[src/rtl/uart_fir_bridge_if.sv]
// Signal bundle between the UART/FIR bridge and its environment.
// The master modport is the bridge itself; slave is the UART core plus FIR side.
interface uart_fir_bridge_if #(
  parameter int IN_W  = 16,
  parameter int OUT_W = 38
);
  logic [7:0]       rx_data;
  logic             rx_done;
  logic             tx_busy;
  logic             tx_start;
  logic [7:0]       tx_data;
  logic             input_valid;
  logic [IN_W-1:0]  fir_data_in;
  logic             output_valid;
  logic [OUT_W-1:0] fir_data_out;
  logic             rx_timeout;
  logic             overflow;

  modport master (
    input  rx_data, rx_done, tx_busy, output_valid, fir_data_out,
    output tx_start, tx_data, input_valid, fir_data_in, rx_timeout, overflow
  );

  modport slave (
    output rx_data, rx_done, tx_busy, output_valid, fir_data_out,
    input  tx_start, tx_data, input_valid, fir_data_in, rx_timeout, overflow
  );
endinterface

[src/rtl/uart_fir_bridge.sv]
// Byte-stream <-> sample bridge: packs UART bytes into FIR samples and serialises
// FIR results, buffered in a small FIFO, back out through the UART transmitter.
module uart_fir_bridge #(
  parameter int IN_W        = 16,
  parameter int OUT_W       = 38,
  parameter int FIFO_DEPTH  = 4,
  parameter int TIMEOUT_CYC = 50000,
  parameter bit MSB_FIRST   = 1'b0
) (
  input logic               clk,
  input logic               rst,
  uart_fir_bridge_if.master bus
);
  localparam int IN_BYTES  = (IN_W + 32'sd7) / 32'sd8;
  localparam int OUT_BYTES = (OUT_W + 32'sd7) / 32'sd8;
  localparam int AS_W      = 32'sd8 * IN_BYTES;
  localparam int SH_W      = 32'sd8 * OUT_BYTES;
  localparam int IDX_W     = (IN_BYTES > 32'sd1) ? $clog2(IN_BYTES) : 32'sd1;
  localparam int TMO_W     = (TIMEOUT_CYC > 32'sd1) ? $clog2(TIMEOUT_CYC) : 32'sd1;
  localparam int PTR_W     = $clog2(FIFO_DEPTH);
  localparam int CNT_W     = PTR_W + 32'sd1;
  localparam int BC_W      = $clog2(OUT_BYTES + 32'sd1);
  localparam bit TMO_EN    = (TIMEOUT_CYC > 32'sd0);

  localparam logic [IDX_W-1:0] IDX_LAST = IDX_W'(IN_BYTES - 32'sd1);
  localparam logic [TMO_W-1:0] TMO_LAST = TMO_W'(TMO_EN ? (TIMEOUT_CYC - 32'sd1) : 32'sd0);
  localparam logic [CNT_W-1:0] CNT_FULL = CNT_W'(FIFO_DEPTH);
  localparam logic [BC_W-1:0]  BC_LAST  = BC_W'(OUT_BYTES - 32'sd1);

  typedef enum logic [2:0] {
    T_IDLE    = 3'd0,
    T_LOAD    = 3'd1,
    T_SEND    = 3'd2,
    T_WAIT_HI = 3'd3,
    T_WAIT_LO = 3'd4
  } tx_state_e;

  logic [IDX_W-1:0]                 byte_idx_q, byte_idx_d;
  logic [AS_W-1:0]                  asm_q, asm_d;
  logic [IN_W-1:0]                  fir_data_in_q, fir_data_in_d;
  logic                             input_valid_q, input_valid_d;
  logic [TMO_W-1:0]                 tmo_q, tmo_d;
  logic                             rx_timeout_q, rx_timeout_d;
  logic [FIFO_DEPTH-1:0][OUT_W-1:0] mem_q, mem_d;
  logic [PTR_W-1:0]                 wr_ptr_q, wr_ptr_d, rd_ptr_q, rd_ptr_d;
  logic [CNT_W-1:0]                 count_q, count_d;
  logic                             overflow_q, overflow_d;
  tx_state_e                        state_q, state_d;
  logic [SH_W-1:0]                  sh_q, sh_d;
  logic [BC_W-1:0]                  byte_cnt_q, byte_cnt_d;
  logic                             tx_start_q, tx_start_d;
  logic [7:0]                       tx_data_q, tx_data_d;
  logic [IDX_W-1:0]                 slot_s;
  logic                             push_s, pop_s;

  // RX packing and partial-sample timeout
  always_comb begin
    byte_idx_d    = byte_idx_q;
    asm_d         = asm_q;
    fir_data_in_d = fir_data_in_q;
    input_valid_d = 1'b0;
    tmo_d         = tmo_q;
    rx_timeout_d  = 1'b0;
    slot_s        = MSB_FIRST ? (IDX_LAST - byte_idx_q) : byte_idx_q;
    if (bus.rx_done) begin
      asm_d[{slot_s, 3'b000} +: 8] = bus.rx_data;
      tmo_d = '0;
      if (byte_idx_q == IDX_LAST) begin
        byte_idx_d    = '0;
        input_valid_d = 1'b1;
        fir_data_in_d = asm_d[IN_W-1:0];
      end else begin
        byte_idx_d = byte_idx_q + 1'b1;
      end
    end else if (TMO_EN && (byte_idx_q != '0)) begin
      if (tmo_q == TMO_LAST) begin
        byte_idx_d   = '0;
        tmo_d        = '0;
        rx_timeout_d = 1'b1;
      end else begin
        tmo_d = tmo_q + 1'b1;
      end
    end else begin
      tmo_d = '0;
    end
  end

  // Result FIFO; when full, a same-cycle pop frees the slot being written
  always_comb begin
    pop_s      = (state_q == T_LOAD);
    push_s     = bus.output_valid && ((count_q != CNT_FULL) || pop_s);
    mem_d      = mem_q;
    wr_ptr_d   = wr_ptr_q;
    rd_ptr_d   = rd_ptr_q;
    count_d    = count_q;
    overflow_d = overflow_q;
    if (push_s) begin
      mem_d[wr_ptr_q] = bus.fir_data_out;
      wr_ptr_d        = wr_ptr_q + 1'b1;
    end else if (bus.output_valid) begin
      overflow_d = 1'b1;
    end else begin
      overflow_d = overflow_q;
    end
    if (pop_s) begin
      rd_ptr_d = rd_ptr_q + 1'b1;
    end else begin
      rd_ptr_d = rd_ptr_q;
    end
    case ({push_s, pop_s})
      2'b10:   count_d = count_q + 1'b1;
      2'b01:   count_d = count_q - 1'b1;
      default: count_d = count_q;
    endcase
  end

  // TX serialiser; the shift register moves the next byte into position on each send
  always_comb begin
    state_d    = state_q;
    sh_d       = sh_q;
    byte_cnt_d = byte_cnt_q;
    tx_start_d = 1'b0;
    tx_data_d  = tx_data_q;
    case (state_q)
      T_IDLE: begin
        if (count_q != '0) begin
          state_d = T_LOAD;
        end else begin
          state_d = T_IDLE;
        end
      end
      T_LOAD: begin
        sh_d              = '0;
        sh_d[OUT_W-1:0]   = mem_q[rd_ptr_q];
        byte_cnt_d        = '0;
        state_d           = T_SEND;
      end
      T_SEND: begin
        if (!bus.tx_busy) begin
          tx_start_d = 1'b1;
          tx_data_d  = MSB_FIRST ? sh_q[SH_W-1 -: 8] : sh_q[7:0];
          sh_d       = MSB_FIRST ? (sh_q << 4'd8) : (sh_q >> 4'd8);
          state_d    = T_WAIT_HI;
        end else begin
          state_d = T_SEND;
        end
      end
      T_WAIT_HI: begin
        if (bus.tx_busy) begin
          state_d = T_WAIT_LO;
        end else begin
          state_d = T_WAIT_HI;
        end
      end
      T_WAIT_LO: begin
        if (!bus.tx_busy) begin
          byte_cnt_d = byte_cnt_q + 1'b1;
          state_d    = (byte_cnt_q == BC_LAST) ? T_IDLE : T_SEND;
        end else begin
          state_d = T_WAIT_LO;
        end
      end
      default: state_d = T_IDLE;
    endcase
  end

  // State registers with synchronous reset
  always_ff @(posedge clk) begin
    if (rst) begin
      byte_idx_q    <= '0;
      asm_q         <= '0;
      fir_data_in_q <= '0;
      input_valid_q <= 1'b0;
      tmo_q         <= '0;
      rx_timeout_q  <= 1'b0;
      mem_q         <= '0;
      wr_ptr_q      <= '0;
      rd_ptr_q      <= '0;
      count_q       <= '0;
      overflow_q    <= 1'b0;
      state_q       <= T_IDLE;
      sh_q          <= '0;
      byte_cnt_q    <= '0;
      tx_start_q    <= 1'b0;
      tx_data_q     <= 8'h00;
    end else begin
      byte_idx_q    <= byte_idx_d;
      asm_q         <= asm_d;
      fir_data_in_q <= fir_data_in_d;
      input_valid_q <= input_valid_d;
      tmo_q         <= tmo_d;
      rx_timeout_q  <= rx_timeout_d;
      mem_q         <= mem_d;
      wr_ptr_q      <= wr_ptr_d;
      rd_ptr_q      <= rd_ptr_d;
      count_q       <= count_d;
      overflow_q    <= overflow_d;
      state_q       <= state_d;
      sh_q          <= sh_d;
      byte_cnt_q    <= byte_cnt_d;
      tx_start_q    <= tx_start_d;
      tx_data_q     <= tx_data_d;
    end
  end

  assign bus.tx_start    = tx_start_q;
  assign bus.tx_data     = tx_data_q;
  assign bus.input_valid = input_valid_q;
  assign bus.fir_data_in = fir_data_in_q;
  assign bus.rx_timeout  = rx_timeout_q;
  assign bus.overflow    = overflow_q;
endmodule

[src/flat_wrapper.sv]
// flat-port wrapper written by rule: the top's interface ports become plain ports
module uart_fir_bridge_flat 
#(
  parameter int IN_W        = 16,
  parameter int OUT_W       = 38,
  parameter int FIFO_DEPTH  = 4,
  parameter int TIMEOUT_CYC = 50000,
  parameter bit MSB_FIRST   = 1'b0
)
  (clk, rst, bus_rx_data, bus_rx_done, bus_tx_busy, bus_output_valid, bus_fir_data_out, bus_tx_start, bus_tx_data, bus_input_valid, bus_fir_data_in, bus_rx_timeout, bus_overflow);
  uart_fir_bridge_if #(.IN_W(IN_W), .OUT_W(OUT_W)) bus_i ();
  input logic clk;
  input logic rst;
  input wire logic [$bits(bus_i.rx_data)-1:0] bus_rx_data;
  input wire logic [$bits(bus_i.rx_done)-1:0] bus_rx_done;
  input wire logic [$bits(bus_i.tx_busy)-1:0] bus_tx_busy;
  input wire logic [$bits(bus_i.output_valid)-1:0] bus_output_valid;
  input wire logic [$bits(bus_i.fir_data_out)-1:0] bus_fir_data_out;
  output wire logic [$bits(bus_i.tx_start)-1:0] bus_tx_start;
  output wire logic [$bits(bus_i.tx_data)-1:0] bus_tx_data;
  output wire logic [$bits(bus_i.input_valid)-1:0] bus_input_valid;
  output wire logic [$bits(bus_i.fir_data_in)-1:0] bus_fir_data_in;
  output wire logic [$bits(bus_i.rx_timeout)-1:0] bus_rx_timeout;
  output wire logic [$bits(bus_i.overflow)-1:0] bus_overflow;
  assign bus_i.rx_data = bus_rx_data;
  assign bus_i.rx_done = bus_rx_done;
  assign bus_i.tx_busy = bus_tx_busy;
  assign bus_i.output_valid = bus_output_valid;
  assign bus_i.fir_data_out = bus_fir_data_out;
  assign bus_tx_start = bus_i.tx_start;
  assign bus_tx_data = bus_i.tx_data;
  assign bus_input_valid = bus_i.input_valid;
  assign bus_fir_data_in = bus_i.fir_data_in;
  assign bus_rx_timeout = bus_i.rx_timeout;
  assign bus_overflow = bus_i.overflow;
  uart_fir_bridge #(.IN_W(IN_W), .OUT_W(OUT_W), .FIFO_DEPTH(FIFO_DEPTH), .TIMEOUT_CYC(TIMEOUT_CYC), .MSB_FIRST(MSB_FIRST)) u_core (.clk(clk), .rst(rst), .bus(bus_i));
endmodule
[config.mk]
export PLATFORM = sky130hd
export DESIGN_NAME = uart_fir_bridge_flat
export DESIGN_NICKNAME = d
export VERILOG_FILES = /design/src/rtl/uart_fir_bridge_if.sv /design/src/rtl/uart_fir_bridge.sv /design/src/flat_wrapper.sv
export SDC_FILE = /design/constraint.sdc
export NUM_CORES = 1
export LEC_CHECK = 0
export BUFFER_PORTS_ARGS = -buffer_cell sky130_fd_sc_hd__clkbuf_2
export CORE_MARGIN = 4
export CORE_UTILIZATION = 30
export CTS_CLUSTER_SIZE = 28
export DETAILED_ROUTE_END_ITERATION = 12
export GPL_ROUTABILITY_DRIVEN = 0
export PLACE_DENSITY = 0.45
export SKIP_LAST_GASP = 1
export SLEW_MARGIN = 20
export SYNTH_ARGS = -nofsm -noshare
export SYNTH_HDL_FRONTEND = slang
export SYNTH_SLANG_ARGS = --single-unit
[constraint.sdc]
create_clock -name clk -period 6 [get_ports clk]
set_clock_uncertainty 0.15 [all_clocks]
set_input_delay 1.2 -clock clk [delete_from_list [all_inputs] [get_ports clk]]
set_output_delay 1.2 -clock clk [all_outputs]
set_load 0.02 [all_outputs]
==> results of run 1 <==
per-layer routing:
layer	vias to the layer above	GRT usage (%)
met5	-	0
met4	0	2.84
met3	27	2.51
met2	147	24.5
met1	3959	20.6
li1	4212	-
final timing paths:
path | endpoint | depth (start not counted) | startpoint | slack, ns
setup / recovery | u_core.count_q[2]$_SDFFE_PP0P_ | 6 | u_core.state_q[0]$_SDFF_PP0_ | 3.18
hold / removal | u_core.bus.fir_data_in[7]$_SDFFE_PP0P_ | 2 | u_core.asm_q[7]$_SDFFE_PP0P_ | 0.30
setup reg to reg | u_core.count_q[2]$_SDFFE_PP0P_ | 6 | u_core.state_q[0]$_SDFF_PP0_ | 3.18
hold reg to reg | u_core.bus.fir_data_in[7]$_SDFFE_PP0P_ | 2 | u_core.asm_q[7]$_SDFFE_PP0P_ | 0.30
worst min-delay path: cells and delay by family (launching register included):
| family | cells | cell delay (ns) |
|---|---|---|
| flip-flops | 1 | 0.31 |
| AND/OR/NAND/NOR | 1 | 0.05 |
| AO/OA/AOI/OAI | 1 | 0.05 |
cells in the final DEF (no fill, tap or decap), drive strengths merged, types with 6 or more instances in the layout:
cell type / synthesis / layout
a211oi: 32 / 32
a21oi: 222 / 222
a22oi: 11 / 11
buf: 49 / 16
clkbuf: 47 / 126
dfxtp: 256 / 256
ha: 7 / 7
inv: 10 / 11
mux4: 38 / 38
nand2: 411 / 411
nand3: 6 / 6
nor2: 70 / 70
nor2b: 6 / 6
nor3: 7 / 7
nor3b: 8 / 8
xnor2: 13 / 13
final cells by class:
type                       instances  area share, %
clock inverter                     4          0.404
tap                              455           4.71
inverter                          10          0.310
multi-input combinational        877           40.5
clock buffer                      49           7.47
timing repair buffer              93           4.21
sequential                       256           42.4
logic make-up after synthesis:
group / after synthesis / synth area share [%]
fa+ha+maj: 8 / 1.03
xor+xnor: 17 / 1.42
compound gates: 279 / 14.8
flops: 256 / 48.9
simple gates: 531 / 20.5
mux: 42 / 8.58
buf+inv: 106 / 4.79
synthesized netlist by cell type (all sizes together), types with 3 or more instances:
| library cell | instances |
|---|---|
| a211oi | 32 |
| a21o | 4 |
| a21oi | 222 |
| a22oi | 11 |
| buf | 49 |
| clkbuf | 47 |
| dfxtp | 256 |
| ha | 7 |
| inv | 10 |
| mux2 | 3 |
| mux4 | 38 |
| nand2 | 411 |
| nand3 | 6 |
| nand4 | 3 |
| nor2 | 70 |
| nor2b | 6 |
| nor3 | 7 |
| nor3b | 8 |
| nor4 | 4 |
| o21ai | 3 |
| or3b | 3 |
| xnor2 | 13 |
| xor2 | 4 |
power by group:
part / internal [uW] / switching (uW)
registers: 1920 / 178
clock network: 1060 / 694
logic: 427 / 723
through the flow:
stage          utilization [%]  std cells  hold WS, ns  setup WS, ns  instance area [um2]
3_3_place_gp              32.3       1691        0.288          2.69                11100
6_report                  35.0       1744        0.299          3.18                12100
3_5_place_dp              32.3       1691        0.293          2.70                11100
4_1_cts                   35.0       1744        0.302          3.17                12100
2_1_floorplan                -       1239        0.280          3.41                10500
5_1_grt                   35.0       1744        0.314          2.96                12100
state kept, by name, indices dropped and copies added, names as in the netlist:
name / count
u_core.bus.rx_timeout: 1
u_core.bus.tx_data: 8
u_core.bus.input_valid: 1
u_core.state_q: 3
u_core.asm_q: 8
u_core.rd_ptr_q: 2
u_core.mem_q: 152
u_core.sh_q: 38
u_core.bus.tx_start: 1
u_core.bus.fir_data_in: 16
u_core.bus.overflow: 1
u_core.wr_ptr_q: 2
u_core.byte_cnt_q: 3
u_core.tmo_q: 16
u_core.count_q: 3
u_core.byte_idx_q: 1
==> results.ini, run 1 <==
[flow_run]
maxCapViolCount = 0

[detailed_routing]
vias = 8345
drt_wl_total_um = 29000
wl_met1_um = 13400
routedWlPerCell_um = 16.6
drt_iter0_markers = 463
route.met3.wl_um = 1360
drt_first_pass_iters = 5
via_per_inst = 4.78
drc = 0
highest_layer = met4
ant_nets = 0
wl_met2_um = 13800

[setup_path]
cpMaxStageDelayCell = or3b_1
critPathMaxStageDelay_ns = 0.65
startpoint_type = flip-flop
worst_ep_required_time_ns = 6.28
crit_type = reg -> reg
arrival_ns = 3.10
critical_path.max_fanout = 15
cpLargestDelayFamily = simple AND/OR/NAND/NOR gates
path_cells = or3b_1, nor2_1, inv_1, fa_1, a22oi_1, mux2_2
cp-end-kind = flip-flop
cp.buffers_inverters = 1

[place]
portBuffers = 78
dpl.hpwl_um = 16500

[global_routing]
grt.overflow.total = 0
antenna_found_initial = 0
grt_max_degree = 120
first_global_vias = 8065
grt_pass1_wl_um = 46300
grtUsageTotal_pct = 14.8

[cells_and_area]
diodes = 0
fin_nets = 1327
multi_input_area_mm2 = 0.00490
ff_latch_area_mm2 = 0.00513
fillers = 3651
drive_gt1_share_pct = 14.7
area_growth_syn_to_layout_pct = 15.3

[synth]
yosys_most_used_dff = dfxtp_1
async_flop_share_pct = 0
ys_ff_latch = 256
synth_top_cell_area_share_pct = 48.9
syn-mean-instance-area_um2 = 8.46
synth_area_mm2 = 0.0105
synthTopCellsByArea = dfxtp_1 (49%), nand2_1 (15%), a21oi_1 (10%), mux4_2 (8.2%), nor2_1 (2.5%)
synth_top_area_cell = dfxtp_1
synth.distinct_cells = 45
synth_fp_nets = 1298
synth_warnings = 0
synth_edf_count = 0
synth.yosys.seq_area_share_pct = 48.9
synth_cells = 1239

[floorplan]
initial_utilization_pct = 30.4
die_w_um = 195
fp.coreArea_mm2 = 0.0345
io_pins = 79
rows = 68
chipHeight_um = 195
die_area_mm2 = 0.0380

[clock_tree]
clkLatencyLatePin_ns = 0.55
cts-resized-gates = 0
tritoncts = done
clockBufferDepth = 3
cts_buffers = 30
h-tree-depth = 1
cts_hold_buf = 0
clk_pin_slew_ns = 0.06
post_cts_buffers = 0
root_buffer = clkbuf_16
clock_sink_count = 256

[sta]
max-slew-margin-rel_pct = 32.3
tns_ns = 0
clock.fmax_ghz = 0.354
rsz0062_at_grt = no
finalSetupViolCount = 0
min_period_ns = 2.82
hold_violations = 0
worst_slew_pin_slew_ns = 1.02
min_period_over_period_pct = 47.1
finalMaxSlewViolations = 0

[power_and_ir_drop]
leakage_uw = 0.00415
power_density_mw_per_mm2 = 413
peakVddDrop_mv = 0.277
power_uw = 5000

[hold_path]
hold_class = reg -> reg

[status]
outcome = finished clean

Power figures use the tool's default switching activity.
==> run 2, diff against run 1 <==
ABC_AREA = 1   (was not set)
PLACE_DENSITY = 0.46   (was 0.45)
clock period = 2.5 ns   (was 6 ns; I/O delays follow)
==> run 2 against run 1 <==
Against the previous run:
- sequential power grew 140%
- maximum frequency grew 37%
- die area grew 11%
- first-iteration DRC count grew 25%
- cell count grew 35%
- via count grew 24%
- critical path depth grew 2
- total power grew to 2.6 times the previous value
- non-clock buffer count grew 16
- combinational power grew to 3.3 times the previous value
- highest routed layer is now met5
- synthesized area grew 11%
- flip-flop and latch count is the same
==> results.ini, run 2 <==
[place]
dpl.hpwl_um = 19300  ; was 16,500 um
place_inst = 2300  ; was 1,691
portBuffers = 78  ; unchanged
post_dp_cell_area_mm2 = 0.0126  ; was 0.0111 mm2

[hold_path]
hold_class = in -> reg  ; was reg -> reg
hp-start = bus_rx_data[1]  ; was u_core.asm_q[7]$_SDFFE_PP0P_
hold-path-endpoint = u_core.bus.fir_data_in[9]$_SDFFE_PP0P_  ; was u_core.bus.fir_data_in[7]$_SDFFE_PP0P_
min_path_cells = 3  ; was 2

[clock_tree]
clkLatencyLatePin_ns = 0.58  ; was 0.55 ns
root_buffer = clkbuf_16  ; unchanged
h-tree-depth = 1  ; unchanged
clock_sink_count = 256  ; unchanged
clk_pin_slew_ns = 0.06  ; about the same
tritoncts = done  ; unchanged
clockBufferDepth = 3  ; unchanged
cts_buffers = 31  ; was 30
cts-resized-gates = 0  ; unchanged

[cells_and_area]
final_common_cell = nand2_1  ; unchanged
area_growth_syn_to_layout_pct = 16.6  ; was 15.3%
top_register = u_core.mem_q  ; unchanged
diodes = 0  ; unchanged
utilization_pct = 35.8  ; was 35.0%
fin_cells = 2358  ; was 1,744
reg_top3 = u_core.mem_q x152, u_core.sh_q x38  ; unchanged
drive_gt1_share_pct = 11.0  ; was 14.7%
mostFrequentLayoutCells = nand2_1 (522), nor2_1 (368), dfxtp_1 (254), inv_1 (194), nand3_1 (126)  ; was nand2_1 (411), dfxtp_1 (254), a21oi_1 (218), clkbuf_2 (77), nor2_1 (70)
multi_input_area_mm2 = 0.00532  ; was 0.00490 mm2
largest_reg_flops = 152  ; unchanged
fin_nets = 1883  ; was 1,327
ff_latch_area_mm2 = 0.00513  ; about the same
fin_area_mm2 = 0.0136  ; was 0.0121 mm2
fillers = 4204  ; was 3,651

[floorplan]
fp.coreArea_mm2 = 0.0380  ; was 0.0345 mm2
chipHeight_um = 205  ; was 195 um
initial_utilization_pct = 30.7  ; was 30.4%
die_w_um = 205  ; was 195 um
die_area_mm2 = 0.0421  ; was 0.0380 mm2
rows = 71  ; was 68
io_pins = 79  ; unchanged

[global_routing]
grtUsageTotal_pct = 15.0  ; was 14.8%
antenna_found_initial = 1  ; was 0
grt.overflow.total = 0  ; unchanged
grt_pass1_wl_um = 51800  ; was 46,300 um
first_global_vias = 9820  ; was 8,065
grt_max_degree = 94  ; was 120

[detailed_routing]
via_per_inst = 4.38  ; was 4.78
routedWlPerCell_um = 13.5  ; was 16.6 um
drt_first_pass_iters = 5  ; unchanged
ant_nets = 0  ; unchanged
drc = 0  ; unchanged
vias = 10327  ; was 8,345
drt_wl_total_um = 31800  ; was 29,000 um
drt_iter0_markers = 578  ; was 463

[synth]
synth.yosys.seq_area_share_pct = 43.9  ; was 48.9%
synth.distinct_cells = 30  ; was 45
yosys_most_used_dff = dfxtp_1  ; unchanged
synthTopCellsByArea = dfxtp_1 (44%), nand2_1 (17%), nor2_1 (12%), inv_1 (6.2%), nand3_1 (5.4%)  ; was dfxtp_1 (49%), nand2_1 (15%), a21oi_1 (10%), mux4_2 (8.2%), nor2_1 (2.5%)
synth_area_mm2 = 0.0117  ; was 0.0105 mm2
synth_commonest_cells = nand2_1 (523), nor2_1 (368), dfxtp_1 (256)  ; was nand2_1 (411), dfxtp_1 (256), a21oi_1 (218)
synth_edf_count = 0  ; unchanged
synth_fp_nets = 1843  ; was 1,298
ys_ff_latch = 256  ; unchanged
async_flop_share_pct = 0  ; unchanged
synth_cells = 1784  ; was 1,239
yosysMostFrequentCell = nand2_1  ; unchanged
synth_warnings = 0  ; unchanged
synth_top_cell_area_share_pct = 43.9  ; was 48.9%
syn-mean-instance-area_um2 = 6.54  ; was 8.46 um2
synth_top_area_cell = dfxtp_1  ; unchanged

[setup_path]
worstReg2RegStart = u_core.state_q[2]$_SDFF_PP0_  ; was u_core.state_q[0]$_SDFF_PP0_
critical_path.max_fanout = 28  ; was 15
rrSetupSlack_ns = 0.44  ; was 3.18 ns
crit_type = reg -> reg  ; unchanged
r2r_cells = 8  ; was 6
startpoint_type = flip-flop  ; unchanged
cp-end-kind = flip-flop  ; unchanged
rr_endpoint = u_core.mem_q[134]$_SDFFE_PP0P_  ; was u_core.count_q[2]$_SDFFE_PP0P_
arrival_ns = 2.41  ; was 3.10 ns
worst_ep_required_time_ns = 2.84  ; was 6.28 ns

[sta]
finalSetupViolCount = 0  ; unchanged
hold_violations = 0  ; unchanged
min_period_ns = 2.06  ; was 2.82 ns
min_period_over_period_pct = 82.6  ; was 47.1%
finalMaxSlewViolations = 0  ; unchanged
tns_ns = 0  ; unchanged
whs_ns = 0.0386  ; was 0.299 ns
rsz0062_at_grt = no  ; unchanged
clock.fmax_ghz = 0.484  ; was 0.354 GHz
max-slew-margin-rel_pct = 53.1  ; was 32.3%
worst_slew_pin_slew_ns = 0.704  ; was 1.02 ns

[flow_run]
maxCapViolCount = 0  ; unchanged

[power_and_ir_drop]
leakage_uw = 0.00678  ; was 0.00415 uW
power_density_mw_per_mm2 = 969  ; was 413 mW/mm2
peakVddDrop_mv = 0.493  ; was 0.277 mV

[status]
outcome = finished clean  ; unchanged

## run 2: changes by cell type after synthesis, sizes merged, moves of 9 or more
cell,delta
inv,+185
a22oi,-11
mux4,-38
a211oi,-32
a21oi,-159
nand3,+126
o21ai,+67
xnor2,-9
nor2,+298
nand2,+114
or2,+29
## run 2: worst max path at each step
stage	startpoint	to	slack (ns)	cells after the start
floorplan	bus_output_valid	u_core.count_q[2]$_SDFFE_PP0P_	0.64	8
global placement	u_core.state_q[2]$_SDFF_PP0_	u_core.sh_q[7]$_SDFFE_PP0P_	0.48	7
detailed placement	u_core.state_q[2]$_SDFF_PP0_	u_core.mem_q[134]$_SDFFE_PP0P_	0.43	8
CTS	u_core.state_q[2]$_SDFF_PP0_	u_core.mem_q[134]$_SDFFE_PP0P_	0.41	8
global route	u_core.state_q[2]$_SDFF_PP0_	u_core.mem_q[134]$_SDFFE_PP0P_	0.20	8
finish	u_core.state_q[2]$_SDFF_PP0_	u_core.mem_q[134]$_SDFFE_PP0P_	0.44	8
## run 2: repair_timing
item	in CTS	in global routing
endpoints found under the setup margin	0	0
setup buffers	0	0
hold buffers	2	0
hold endpoints to repair	2	0
## run 2: where the power goes
group,internal [uW],total (uW),switching [uW]
Combinational,1270,3830,2570
Clock,2590,4380,1780
Sequential,4720,4970,254
## run 2: cell type report
cell class	count	area share, %
Clock inverter	7	0.313
Multi-Input combinational cell	1229	39.1
Tap cell	511	4.70
Timing Repair Buffer	109	5.72
Inverter	197	5.47
Clock buffer	49	7.01
Sequential cell	256	37.7
## run 2: metrics by stage
| stage | setup WS, ns | total power [uW] |
|---|---|---|
| 2_1_floorplan | 0.643 | 7730 |
| 3_3_place_gp | 0.480 | 8910 |
| 6_report | 0.436 | 13200 |
| 4_1_cts | 0.414 | 13400 |
| 3_5_place_dp | 0.430 | 8940 |
| 5_1_grt | 0.200 | 14200 |
## run 2: cells by family after synthesis
family / count (synthesis) / share of synthesized area, %
and+or+nand+nor: 1063 / 36.8
xor gates and xnor gates: 7 / 0.525
AOI/OAI and AO/OA: 151 / 7.05
buffers and inverters: 299 / 10.8
adders and majority gates: 8 / 0.922
DFF: 256 / 43.9
## run 2: layer usage
layer | global-route usage [%] | routed length (um) | vias to the layer above
li1 | - | - | 5504
met1 | 20.3 | 15600 | 4636
met2 | 25.0 | 14200 | 133
met3 | 2.58 | 1190 | 52
met4 | 3.92 | 789 | 2
met5 | 0 | 12 | -
## run 2: critical path: stages, from the launching register on
cell and delay [ns]:
dfxtp_1 0.36, inv_2 0.09, nand3_2 0.22, nand3_2 0.29, nand3_4 0.37, buf_12 0.31
nand2_1 0.07, nand2_1 0.04, nor2_1 0.10
